[src/rtl/demux_1to16_capture.sv]
// Serial-to-parallel 1:16 demux: steers accepted bits into 16 capture slots and
// presents each completed frame on a registered valid/ready output. Optional: DEMUX_1TO16_PARITY_EN.
module demux_1to16_capture #(
    parameter int N     = 16,
    parameter int SEL_W = 4
) (
    input  logic             clk,
    input  logic             rst,
    input  logic             din,
    input  logic             din_valid,
    input  logic [SEL_W-1:0] sel,
    input  logic             auto,
    input  logic             clear,
    output logic [N-1:0]     data_out,
    output logic             out_valid,
    input  logic             out_ready,
    output logic             overrun,
`ifdef DEMUX_1TO16_PARITY_EN
    output logic             out_parity,
`endif
    output logic [SEL_W-1:0] ptr
);

    typedef enum logic {EMPTY, FULL} out_state_t;

    logic [N-1:0]     cap_q, cap_d;
    logic [N-1:0]     filled_q, filled_d;
    logic [SEL_W-1:0] ptr_q, ptr_d;
    logic [N-1:0]     data_q;
    logic             ovr_q;
    out_state_t       state_q;

    logic             accept;
    logic             complete;
    logic [SEL_W-1:0] idx;
    logic [N-1:0]     onehot;
    logic [N-1:0]     cap_new;
    logic [N-1:0]     filled_new;

    always_comb begin
        accept      = din_valid & ~clear;
        idx         = auto ? ptr_q : sel;
        onehot      = '0;
        onehot[idx] = 1'b1;
        filled_new  = filled_q | onehot;
        cap_new     = (cap_q & ~onehot) | ({N{din}} & onehot);
        complete    = accept & (&filled_new);

        cap_d    = cap_q;
        filled_d = filled_q;
        ptr_d    = ptr_q;
        if (clear) begin
            cap_d    = '0;
            filled_d = '0;
            ptr_d    = '0;
        end else if (accept) begin
            // A completing bit empties the capture side; the frame goes to the output stage.
            cap_d    = complete ? '0 : cap_new;
            filled_d = complete ? '0 : filled_new;
            if (auto)
                ptr_d = ptr_q + SEL_W'(1);
        end
    end

    always_ff @(posedge clk or posedge rst) begin
        if (rst) begin
            cap_q    <= '0;
            filled_q <= '0;
            ptr_q    <= '0;
        end else begin
            cap_q    <= cap_d;
            filled_q <= filled_d;
            ptr_q    <= ptr_d;
        end
    end

`ifdef DEMUX_1TO16_PARITY_EN
    logic par_q;
    assign out_parity = par_q;
`endif

    always_ff @(posedge clk or posedge rst) begin
        if (rst) begin
            state_q <= EMPTY;
            data_q  <= '0;
            ovr_q   <= 1'b0;
`ifdef DEMUX_1TO16_PARITY_EN
            par_q   <= 1'b0;
`endif
        end else begin
            case (state_q)
                EMPTY: begin
                    if (complete) begin
                        data_q  <= cap_new;
`ifdef DEMUX_1TO16_PARITY_EN
                        par_q   <= ^cap_new;
`endif
                        state_q <= FULL;
                    end
                end
                FULL: begin
                    if (complete) begin
                        // Replace only if the held frame leaves on this same edge.
                        if (out_ready) begin
                            data_q <= cap_new;
`ifdef DEMUX_1TO16_PARITY_EN
                            par_q  <= ^cap_new;
`endif
                        end else begin
                            ovr_q <= 1'b1;
                        end
                    end else if (out_ready) begin
                        state_q <= EMPTY;
                    end
                end
                default: state_q <= EMPTY;
            endcase
        end
    end

    assign data_out  = data_q;
    assign out_valid = (state_q == FULL);
    assign overrun   = ovr_q;
    assign ptr       = ptr_q;

endmodule
[config.mk]
export PLATFORM = sky130hd
export DESIGN_NAME = demux_1to16_capture
export DESIGN_NICKNAME = d
export VERILOG_FILES = /design/src/rtl/demux_1to16_capture.sv
export SDC_FILE = /design/constraint.sdc
export NUM_CORES = 1
export LEC_CHECK = 0
export ABC_AREA = 1
export CAP_MARGIN = 30
export CORE_MARGIN = 3
export CORE_UTILIZATION = 50
export DETAILED_ROUTE_END_ITERATION = 16
export DONT_BUFFER_PORTS = 1
export HOLD_SLACK_MARGIN = 0.15
export PLACE_DENSITY = 0.68
export SYNTH_ARGS = -nofsm -noshare
export SYNTH_HDL_FRONTEND = slang
export SYNTH_SLANG_ARGS = --single-unit
[constraint.sdc]
create_clock -name clk -period 1.6 [get_ports clk]
set_input_delay 0.32 -clock clk [delete_from_list [all_inputs] [get_ports clk]]
set_output_delay 0.32 -clock clk [all_outputs]
set_load 0.01 [all_outputs]
-- Word level (Yosys, flattened, before mapping)
Cells that the tools add are included.
- output and inout bits: 22
- bits in registers: 54
- bits of input ports: 11
- add/sub/neg operators: 1
- reduce and logical (&&, ||, !) cells: 7
- bitwise logic cells: 10
- order comparisons: 2
- muxes and demuxes: 20
- eq/ne operators: 3
- operators by type and width (kind ; count):
    $mux W16 ; 9
    $and A16 B16 Y16 ; 2
    $or A16 B16 Y16 ; 2
    $pmux W16 S2 ; 1
    $mux W4 ; 4
    $not A16 Y16 ; 1
    $reduce_and A16 Y1 ; 1
    $reduce_and A3 Y1 ; 2
    $lt A4 B5 Y1 const B ; 1
    $add A4 B1 Y4 const B ; 1
    $demux W1 S4 ; 1
    $ge A4 B1 Y1 const B ; 1
    $mux W1 ; 4
    $ne A2 B2 Y1 const B ; 2
    $reduce_bool A2 Y1 ; 2
    $not A1 Y1 ; 3
    $and A1 B1 Y1 ; 2
    $ne A2 B1 Y1 const B ; 1
    $pmux W1 S2 ; 1
    $reduce_and A2 Y1 ; 1
    $logic_and A1 B1 Y1 ; 1

-- Depth between registers and ports, before layout
Gate-level depths: netlist of the first run.
- depth in word-level cells: 11
- depth in mapped cells: 14

-- Least setup slack after synthesis of the first run
OpenSTA, ideal clock, no wires.
- kind: reg2reg
- start: register ptr_q[0], in the netlist ptr[0]
- end: register filled_q[10]
- clock period less this slack: 1774 ps
- cell stages (with the launch flop): 14
- path slack: -174 ps
- data required time: 1467 ps
- arrival: 1641 ps
- path buffers: 2
- setup time: 133 ps
- path through: dfrtp_1 > inv_1 > nand2_1 > nand2_1 > nor2_2 > nand2_1 > nand2_1 > nand2_1 > nor2_1 > nand2_1 > nor2_4 > buf_4 > buf_6 > o22ai_1
- cells in the longest elaborated chain, start to end: 11
- RTL lines (what ; RTL line ; source):
    start: declaration ; 28 ; logic [SEL_W-1:0] ptr_q, ptr_d;
    start signal: assignment ; 73 ; ptr_q <= ptr_d;
    $mux W4 (*) ; 42 ; idx = auto ? ptr_q : sel;
    $lt A4 B5 Y1 (implied by the code) / $ge A4 B1 Y1 (equally long branches) ; 44 ; onehot[idx] = 1'b1;
    $logic_and A1 B1 Y1 (implied by the code) ; 44 ;
    $mux W1 (implied by the code) ; 44 ;
    $demux W1 S4 (*) ; 44 ;
    $or A16 B16 Y16 (*) ; 45 ; filled_new = filled_q | onehot;
    $reduce_and A16 Y1 ; 47 ; complete = accept & (&filled_new);
    $and A1 B1 Y1 ; 47 ;
    $mux W16 (*) ; 59 ; filled_d = complete ? '0 : filled_new;
    $mux W16 (*) ; 56 ; end else if (accept) begin
    $mux W16 (*) ; 52 ; if (clear) begin
    end signal: assignment ; 72 ; filled_q <= filled_d;
    end: declaration ; 27 ; logic [N-1:0] filled_q, filled_d;
Every way passes the cells marked *; elsewhere a longest branch is shown, timed or not. The select of a mux whose other input is x is not followed.
A chain may end at the register's enable or synchronous reset.

-- Final worst setup path of the first run
- start: register ptr_q[0], in the netlist ptr[0]
- end: register data_q[12], in the netlist data_out[12]
- cells in the longest elaborated chain, start to end: 11
- RTL lines (what ; RTL line ; source):
    $mux W4 (*) ; 42 ;
    $lt A4 B5 Y1 (implied by the code) / $ge A4 B1 Y1 (equally long branches) ; 44 ;
    $logic_and A1 B1 Y1 (implied by the code) ; 44 ;
    $mux W1 (implied by the code) ; 44 ;
    $demux W1 S4 (*) ; 44 ;
    branches (longest 6 deep; another with $or A16 B16 Y16) ; - ;
    end signal: assignment ; 94 ; data_q <= cap_new;
    end signal: assignment ; 105 ; data_q <= cap_new;
    end: declaration ; 29 ; logic [N-1:0] data_q;
Mark *: on every way between the ends. The select of a mux whose other input is x is not followed.

==> results.yml, run 1 <==
drt:
  vias_per_cell: 5.58
  drt_wl_total_mm: 7.82
  initialDrtViolationCount: 207
  drt_pre_antenna_iters: 6
  route.vias.total: 2744
  count_of_unresolved_drc_violations_after_routing: 0
  wire_per_inst_um: 15.9
  ant_nets: 0
cells_and_area:
  final_common_cell: "sky130_fd_sc_hd__nand2_1"
  n_antenna_cell: 0
  top_library_cells_by_usage_in_the_layout_fill_and_taps_aside: "106 x sky130_fd_sc_hd__nand2_1, 54 x sky130_fd_sc_hd__dfrtp_1, 53 x sky130_fd_sc_hd__buf_4, 44 x sky130_fd_sc_hd__nand2_2, 27 x sky130_fd_sc_hd__inv_1"
  fillers: 376
  areaGrowthSynthToFinish_pct: 38.9
  post_route_cells_drive_above_1_share: 0.379
  stdcell_count: 492
  utilization: 0.735
  final_area_um2: 3820
  layout.nets: 433
synth:
  yosysSeqAreaShare: 0.491
  seq_cells_post_synth: 54
  syn-cell-area_um2: 2750
  yosysWarningCount: 0
  netlist-cell-type-count: 22
  avgSynthCellArea_um2: 7.60
  mappedNetlistNets: 374
  synthCells: 362
critical_path:
  cp_slowest_stage_delay_ps: 430
  start_kind: "flop"
  setup.worst_path.end_class: "flop"
  startpoint: "ptr[0]"
  worst-path-stages: 13
  crit_arrival_ps: 2250
  worstPathCellList: "nand2_1 > nand2_2 > nor2_4 > nand2_2 > nand2_1 > nand2_1 > nor2_2 > nand2_1 > nor2_4 > buf_6 > nand3_4 > nand2_2 > nand2_1"
  worst_r2r_startpoint: "ptr[0]"
  worstRegToRegCells: 13
  cp_top_family: "simple AND/OR/NAND/NOR gates"
  worstPathMaxFanout: 8
  regToRegSetupSlack_ps: -440
  crit_path_end: "data_out[12]"
  worst_reg2reg_path_endpoint: "data_out[12]"
  crit_path_top_delay_cell: "sky130_fd_sc_hd__dfrtp_1"
  cp.buffers_inverters: 1
  timing_worst_setup_path_type: "reg -> reg"
  crit_top_cell: "sky130_fd_sc_hd__nand2_1"
  worstPathRequired_ps: 1810
sta:
  clock-skew-final_ps: 9.15
  rsz0062_at_grt: "yes"
  finalSetupTns_ps: -19680
  final.period_utilization: 1.28
  tightest_slew_ps: 941
  finalSetupViolations: 50
  max-slew-margin-rel: 0.371
  maxSlewViolCount: 0
  fmax_mhz: 490
  final_worst_setup_slack_ps: -442
  final.min_clock_period_ps: 2040
  hold_ws_ps: 163
  hold_violations: 0
clock_tree:
  clk_pin_slew_worst_paths_ps: 100
  tritoncts_buffer_count: 5
  tritoncts: "done"
  ctsLongestPathBuffers: 2
  worst_skew_pair.late_latency_ps: 310
  cts_root_buf: "sky130_fd_sc_hd__clkbuf_8"
  cts_htree_levels: 2
  clkSinkCount: 54
run_status:
  status: "finished, violations left"
  violated_checks: "setup timing"
floorplanning:
  fp.dieW_um: 80.2
  die_h_um: 80.2
  floorplan.rows: 26
  initial_core_util: 0.529
  pin_count: 33
  floorplan.core_area_um2: 5200
  die-area_um2: 6430
power:
  post-layout-total-power_mw: 2.75
  worst_supply_voltage_drop_on_vdd_mv: 0.360
  power.density_nw_per_um2: 718
  static-leakage-power_nw: 1.80
global_routing:
  grt_util_all_layers: 0.252
  globalRoute.totalOverflow: 0
  maximum_number_of_pins_on_one_net_before_global_route_repair: 33
  grt_pass1_wl_mm: 12.7
  via_count_of_the_first_global_routing_pass: 2759
  initial_antenna_violation_count: 0
worst_hold_path:
  worstHoldPathType: "in -> reg"
place:
  post-place-cells: 458
  numPortBuffers: 0
  area_after_dpl_um2: 3140
  dpl_worst_slack_ps: -463
  dp_hpwl_mm: 4.76
  place_congestion: 0.870
flow_run:
  max_cap_violations: 0
## timing repair
| action | CTS | global route |
|---|---|---|
| pin swaps | 15 | 24 |
| setup endpoints to repair | 50 | 50 |
| hold endpoints to repair | 23 | 0 |
| setup buffers | 16 | 5 |
| hold buffers | 2 | 0 |
| gates resized for setup | 56 | 51 |
| cloned | 2 | 2 |
## flip-flops by register name, summed over array words and instances (netlist names)
| register | cells |
|---|---|
| cap_q | 16 |
| data_out | 16 |
| filled_q | 16 |
| ptr | 4 |
| out_valid | 1 |
| overrun | 1 |
## routing by layer
metal | vias up | global-route usage | wire (um)
li1 | 1295 | - | -
met4 | 0 | 0.103 | 176
met2 | 123 | 0.416 | 4010
met1 | 1307 | 0.320 | 3190
met5 | - | 0 | 0
met3 | 19 | 0.0516 | 439
## cell type report
| type | instances | area (um2) | area share |
|---|---|---|---|
| Multi-Input combinational cell | 260 | 1510 | 0.395 |
| Sequential cell | 54 | 1350 | 0.353 |
| Timing Repair Buffer | 69 | 658 | 0.172 |
| Inverter | 31 | 120 | 0.0314 |
| Tap cell | 70 | 87.6 | 0.0229 |
| Clock buffer | 6 | 82.6 | 0.0216 |
| Clock inverter | 2 | 12.5 | 0.00327 |
## worst register-to-register path, cell delays in order (launching register included)
cell,delay [ps]
sky130_fd_sc_hd__dfrtp_1,430
sky130_fd_sc_hd__nand2_1,100
sky130_fd_sc_hd__nand2_2,90
sky130_fd_sc_hd__nor2_4,210
sky130_fd_sc_hd__nand2_2,90
sky130_fd_sc_hd__nand2_1,100
sky130_fd_sc_hd__nand2_1,70
sky130_fd_sc_hd__nor2_2,120
sky130_fd_sc_hd__nand2_1,110
sky130_fd_sc_hd__nor2_4,140
sky130_fd_sc_hd__buf_6,170
sky130_fd_sc_hd__nand3_4,160
sky130_fd_sc_hd__nand2_2,120
sky130_fd_sc_hd__nand2_1,50
## report_power, final
| group | leakage [nW] | total (mW) | internal (mW) | switching, mW |
|---|---|---|---|---|
| combinational | 1.00 | 0.502 | 0.201 | 0.301 |
| clock | 0.0472 | 0.812 | 0.349 | 0.463 |
| sequential | 0.746 | 1.43 | 1.40 | 0.0269 |
| total | 1.80 | 2.75 | 1.95 | 0.791 |
## cell families after synthesis
group           Yosys count  share of synthesized area
flops                    54                      0.491
compound gates           54                      0.106
buf+inv                  49                     0.0795
fa+ha+maj                 1                    0.00454
simple gates            204                      0.319
## cells in the mapped netlist
cell type	instances	area (um2)
sky130_fd_sc_hd__a21oi_1	1	5.00
sky130_fd_sc_hd__buf_2	1	5.00
sky130_fd_sc_hd__buf_4	3	22.5
sky130_fd_sc_hd__buf_6	3	33.8
sky130_fd_sc_hd__clkbuf_1	11	41.3
sky130_fd_sc_hd__clkinv_1	1	3.75
sky130_fd_sc_hd__dfrtp_1	54	1350
sky130_fd_sc_hd__ha_1	1	12.5
sky130_fd_sc_hd__inv_1	29	109
sky130_fd_sc_hd__inv_2	1	3.75
sky130_fd_sc_hd__nand2_1	152	571
sky130_fd_sc_hd__nand3_1	18	90.1
sky130_fd_sc_hd__nand3_4	1	17.5
sky130_fd_sc_hd__nand4_1	17	106
sky130_fd_sc_hd__nor2_1	5	18.8
sky130_fd_sc_hd__nor2_2	8	50.1
sky130_fd_sc_hd__nor2_4	1	11.3
sky130_fd_sc_hd__nor3_1	1	5.00
sky130_fd_sc_hd__nor3b_1	1	7.51
sky130_fd_sc_hd__o21ai_0	36	180
sky130_fd_sc_hd__o21bai_1	1	7.51
sky130_fd_sc_hd__o22ai_1	16	100
## how the worst min path moves through the flow
stage,startpoint,to,depth (start not counted)
2_1_floorplan,rst,cap_q[0],1
3_3_place_gp,rst,data_out[10],1
3_5_place_dp,rst,data_out[11],1
4_1_cts,auto,ptr[0],2
5_1_grt,auto,ptr[0],2
6_report,auto,ptr[0],2
No activity file was read; power rests on OpenSTA's default activity.
==> inputs of run 2 (changes only) <==
- CORE_UTILIZATION: 50 -> 55
- PLACE_DENSITY: 0.68 -> 0.73
==> results.yml, run 2 (synthesized netlist as in run 1, its figures left out) <==
sta:
  finalSetupViolations: 50
  max-slew-margin-rel: 0.595
  fmax_mhz: 500
  tightest_slew_ps: 606
  final.min_clock_period_ps: 2000
  final_worst_setup_slack_ps: -399
  rsz0062_at_grt: "yes"
  finalSetupTns_ps: -16760
  maxSlewViolCount: 0
  hold_ws_ps: 171
  final.period_utilization: 1.25
  hold_violations: 0
  clock-skew-final_ps: 11.8
place:
  dpl_worst_slack_ps: -390
  post-place-cells: 451
  numPortBuffers: 0
  dp_hpwl_mm: 4.59
  place_congestion: 0.868
cells_and_area:
  top_library_cells_by_usage_in_the_layout_fill_and_taps_aside: "97 x sky130_fd_sc_hd__nand2_1, 54 x sky130_fd_sc_hd__dfrtp_1, 53 x sky130_fd_sc_hd__buf_4, 52 x sky130_fd_sc_hd__nand2_2, 26 x sky130_fd_sc_hd__o21ai_0"
  post_route_cells_drive_above_1_share: 0.350
  n_antenna_cell: 0
  final_common_cell: "sky130_fd_sc_hd__nand2_1"
  layout.nets: 424
  utilization: 0.746
  areaGrowthSynthToFinish_pct: 29.7
  stdcell_count: 478
critical_path:
  worstPathRequired_ps: 1770
  crit_top_cell: "sky130_fd_sc_hd__nand2_2"
  startpoint: "ptr[3]"
  crit_path_top_delay_cell: "sky130_fd_sc_hd__dfrtp_1"
  worstPathCellList: "inv_2 > nand2_2 > nand2_4 > nor2_4 > nand2_2 > nand2_2 > nand2_1 > nor2_1 > nand2_1 > nor2_4 > buf_12 > buf_4 > buf_8 > o22ai_1"
  crit_arrival_ps: 2170
  worst_r2r_startpoint: "ptr[3]"
  timing_worst_setup_path_type: "reg -> reg"
  start_kind: "flop"
  worstPathMaxFanout: 8
  setup.worst_path.end_class: "flop"
  cp_slowest_stage_delay_ps: 420
global_routing:
  maximum_number_of_pins_on_one_net_before_global_route_repair: 35
  grt_use_met2: 0.392
  globalRouteMet3Util: 0.0481
  grt_util_all_layers: 0.238
  groute.layer.met1.usage: 0.321
  globalRoute.totalOverflow: 0
  grt-busiest-layer: "met2"
  initial_antenna_violation_count: 0
  via_count_of_the_first_global_routing_pass: 2383
  grt_pass1_wl_mm: 11.3
run_status:
  violated_checks: "setup timing"
  status: "finished, violations left"
floorplanning:
  floorplan.core_area_um2: 4790
  pin_count: 33
  die-area_um2: 5890
  floorplan.rows: 25
  fp.dieW_um: 76.7
  initial_core_util: 0.575
  die_h_um: 76.7
clock_tree:
  tritoncts: "done"
  cts_root_buf: "sky130_fd_sc_hd__clkbuf_8"
  ctsLongestPathBuffers: 2
  cts_htree_levels: 2
  clk_pin_slew_worst_paths_ps: 90
  clkSinkCount: 54
  worst_skew_pair.late_latency_ps: 310
  tritoncts_buffer_count: 5
flow_run:
  max_cap_violations: 0
drt:
  initialDrtViolationCount: 265
  ant_nets: 0
  wire_per_inst_um: 15.2
  drt_wl_total_mm: 7.25
  route.vias.total: 2642
  drt_pre_antenna_iters: 5
  vias_per_cell: 5.53
  count_of_unresolved_drc_violations_after_routing: 0
worst_hold_path:
  hold_path.startpoint: "auto"
  worstHoldPathType: "in -> reg"
power:
  worst_supply_voltage_drop_on_vdd_mv: 0.443
  power.density_nw_per_um2: 744
  static-leakage-power_nw: 1.69
[run 2: changes by cell type in the layout (fill, tap and decap cells not counted), moves of 4 or more]
cell,delta
sky130_fd_sc_hd__buf_6,-5
sky130_fd_sc_hd__nand2_1,-9
sky130_fd_sc_hd__nand2_2,+8
sky130_fd_sc_hd__o21ai_0,+7
sky130_fd_sc_hd__o21ai_2,-4
sky130_fd_sc_hd__o22ai_1,+11
sky130_fd_sc_hd__o22ai_2,-8
[run 2: layout make-up]
cell class | count | area [um2]
Multi-Input combinational cell | 260 | 1430
Sequential cell | 54 | 1350
Fill cell | 369 | 1220
Timing Repair Buffer | 60 | 504
Inverter | 31 | 120
Tap cell | 67 | 83.8
Clock buffer | 6 | 82.6
[run 2: critical path: cells and delay by family (launching register included)]
family / cells / cell delay, ps
simple gates: 9 / 920
flops: 1 / 420
compound gates: 1 / 70
buf+inv: 4 / 440
[run 2: repair_timing]
item / 4_1_cts / 5_1_grt
hold buffers: 2 / 0
gates cloned: 1 / 0
endpoints found under the hold margin: 21 / 0
pin swaps: 8 / 29
gates resized for setup: 29 / 58
buffers inserted: 7 / 11
endpoints found under the setup margin: 50 / 50
[run 2: final timing paths]
| check | endpoint | slack [ps] | depth (start not counted) |
|---|---|---|---|
| setup / recovery | filled_q[10] | -400 | 14 |
| hold / removal | ptr[0] | 170 | 2 |
| setup reg to reg | filled_q[10] | -400 | 14 |
| hold reg to reg | cap_q[3] | 530 | 2 |
| max in group asynchronous | cap_q[6] | 580 | 3 |
| min in group asynchronous | data_out[9] | 510 | 2 |
[run 2: per-layer routing]
metal	vias to the layer above	part of all wire
met5	-	0
met4	0	0.014
met3	12	0.050
met2	95	0.50
met1	1256	0.44
li1	1279	-
[run 2: where the power goes]
group / internal, mW / switching (mW) / leakage [nW]
logic: 0.182 / 0.290 / 0.902
registers: 1.40 / 0.0268 / 0.746
clock network: 0.335 / 0.418 / 0.0431
total: 1.92 / 0.734 / 1.69
[run 2: stage by stage]
step | cell area (um2) | total power, mW
detailed placement | 3090 | 1.82
CTS | 3340 | 2.60
global route | 3570 | 2.77
floorplan | 2780 | 1.68
finish | 3570 | 2.66
global placement | 3090 | 1.81
==> inputs of run 3 (changes only) <==
- PLACE_DENSITY: 0.73 -> 0.75
==> results.yml, run 3 (synthesized netlist as in run 1, its figures left out) <==
clock_tree:
  worst_skew_pair.late_latency_ps: 310
  cts_htree_levels: 2
  tritoncts: "done"
  cts_root_buf: "sky130_fd_sc_hd__clkbuf_8"
  ctsLongestPathBuffers: 2
  tritoncts_buffer_count: 5
  clk_pin_slew_worst_paths_ps: 90
  clkSinkCount: 54
sta:
  maxSlewViolCount: 0
  fmax_mhz: 509
  finalSetupViolations: 50
  max-slew-margin-rel: 0.718
  hold_violations: 0
  tightest_slew_ps: 422
  final_worst_setup_slack_ps: -363
  rsz0062_at_grt: "yes"
  final.min_clock_period_ps: 1960
  final.period_utilization: 1.23
  clock-skew-final_ps: 6.73
drt:
  ant_nets: 0
  drt_pre_antenna_iters: 5
  met1Wirelength_mm: 3.03
  route.met3.wl_um: 422
  route.vias.total: 2655
  count_of_unresolved_drc_violations_after_routing: 0
  drt_wl_total_mm: 7.26
  vias_per_cell: 5.57
  highest-signal-layer: "met4"
  dr_wl_met2_mm: 3.70
  wire_per_inst_um: 15.2
  initialDrtViolationCount: 194
global_routing:
  maximum_number_of_pins_on_one_net_before_global_route_repair: 55
  via_count_of_the_first_global_routing_pass: 2620
  grt_pass1_wl_mm: 12.3
  globalRoute.totalOverflow: 0
  grt_util_all_layers: 0.254
  initial_antenna_violation_count: 0
critical_path:
  worstPathCellList: "inv_2 > nand2_2 > nand2_4 > nor2_4 > nand2_2 > nand2_2 > nand2_1 > nor2_1 > nand2_1 > nor2_4 > buf_4 > buf_8 > nand2_4 > o21bai_1"
  setup.worst_path.end_class: "flop"
  timing_worst_setup_path_type: "reg -> reg"
  worst-path-stages: 14
  start_kind: "flop"
  crit_top_cell: "sky130_fd_sc_hd__nand2_2"
  crit_path_top_delay_cell: "sky130_fd_sc_hd__dfrtp_1"
  crit_path_end: "overrun"
  cp.buffers_inverters: 3
  worstRegToRegCells: 14
  worstPathRequired_ps: 1840
  regToRegSetupSlack_ps: -360
  cp_top_family: "simple AND/OR/NAND/NOR gates"
  worst_reg2reg_path_endpoint: "overrun"
  worst_r2r_startpoint: "ptr[3]"
  worstPathMaxFanout: 8
  crit_arrival_ps: 2200
  cp_slowest_stage_delay_ps: 400
  startpoint: "ptr[3]"
power:
  post-layout-total-power_mw: 2.79
  worst_supply_voltage_drop_on_vdd_mv: 0.482
  power.density_nw_per_um2: 769
  static-leakage-power_nw: 1.74
flow_run:
  max_cap_violations: 0
cells_and_area:
  stdcell_count: 477
  areaGrowthSynthToFinish_pct: 32.0
  n_antenna_cell: 0
  final_common_cell: "sky130_fd_sc_hd__nand2_1"
  area_taken_by_flip_flops_and_latches_um2: 1350
  fillers: 339
  final_area_um2: 3630
  top_library_cells_by_usage_in_the_layout_fill_and_taps_aside: "117 x sky130_fd_sc_hd__nand2_1, 54 x sky130_fd_sc_hd__dfrtp_1, 42 x sky130_fd_sc_hd__buf_4, 33 x sky130_fd_sc_hd__nand2_2, 26 x sky130_fd_sc_hd__inv_1"
  utilization: 0.759
  layout.nets: 422
  post_route_cells_drive_above_1_share: 0.312
  area_of_the_multi_input_gates_um2: 1400
floorplanning:
  fp.dieW_um: 76.7
  die_h_um: 76.7
  pin_count: 33
  floorplan.core_area_um2: 4790
  floorplan.rows: 25
  initial_core_util: 0.575
  die-area_um2: 5890
worst_hold_path:
  hold_path.startpoint: "auto"
  worst_hold_path.num_cells: 2
  worstHoldPathType: "in -> reg"
place:
  numPortBuffers: 0
  dpl_worst_slack_ps: -343
  dp_hpwl_mm: 4.36
  place_congestion: 0.878
  post-place-cells: 448
  area_after_dpl_um2: 3080
run_status:
  status: "finished, violations left"
  violated_checks: "setup timing"
## run 3: cell count changes in the layout (fill, tap and decap cells not counted), sizes merged
cell,before,now
buf,58,55
bufinv,0,1
clkbuf,6,7
## run 3: final cells by class
cell class | count | share of cell area
Multi-Input combinational cell | 260 | 0.385
Sequential cell | 54 | 0.372
Timing Repair Buffer | 58 | 0.155
Inverter | 31 | 0.0331
Tap cell | 67 | 0.0231
Clock buffer | 6 | 0.0227
Clock inverter | 1 | 0.00827
## run 3: layer usage
layer  vias to the layer above  global-route usage
met4                         0              0.0906
li1                       1278                   -
met5                         -                   0
met1                      1261               0.324
met2                       106               0.433
met3                        10              0.0458
## run 3: worst min-delay path by stage
stage	endpoint	slack [ps]
global placement	data_out[9]	290
finish	ptr[0]	200
CTS	ptr[0]	180
global route	ptr[0]	210
floorplan	cap_q[0]	390
detailed placement	data_out[10]	290
## run 3: per-stage QoR
step / TNS, ps / hold WS, ps
2_1_floorplan: -5120 / 388
3_3_place_gp: -13230 / 286
3_5_place_dp: -14740 / 286
4_1_cts: -12580 / 179
5_1_grt: -19750 / 210
6_report: -15120 / 196
## run 3: repair_timing
action                                 in CTS  in global routing
pin swaps                                  17                  8
setup endpoints to repair                  50                 51
endpoints found under the hold margin      55                  0
gates resized for setup                    61                 25
gates cloned                                3                  1
hold buffers                                2                  0
buffers inserted                           16                  4
## run 3: where the power goes
part           switching, mW  internal, mW  leakage (nW)
Combinational          0.273         0.160         0.936
Sequential            0.0254          1.40         0.746
Clock                  0.430         0.501        0.0573
Total                  0.728          2.06          1.74
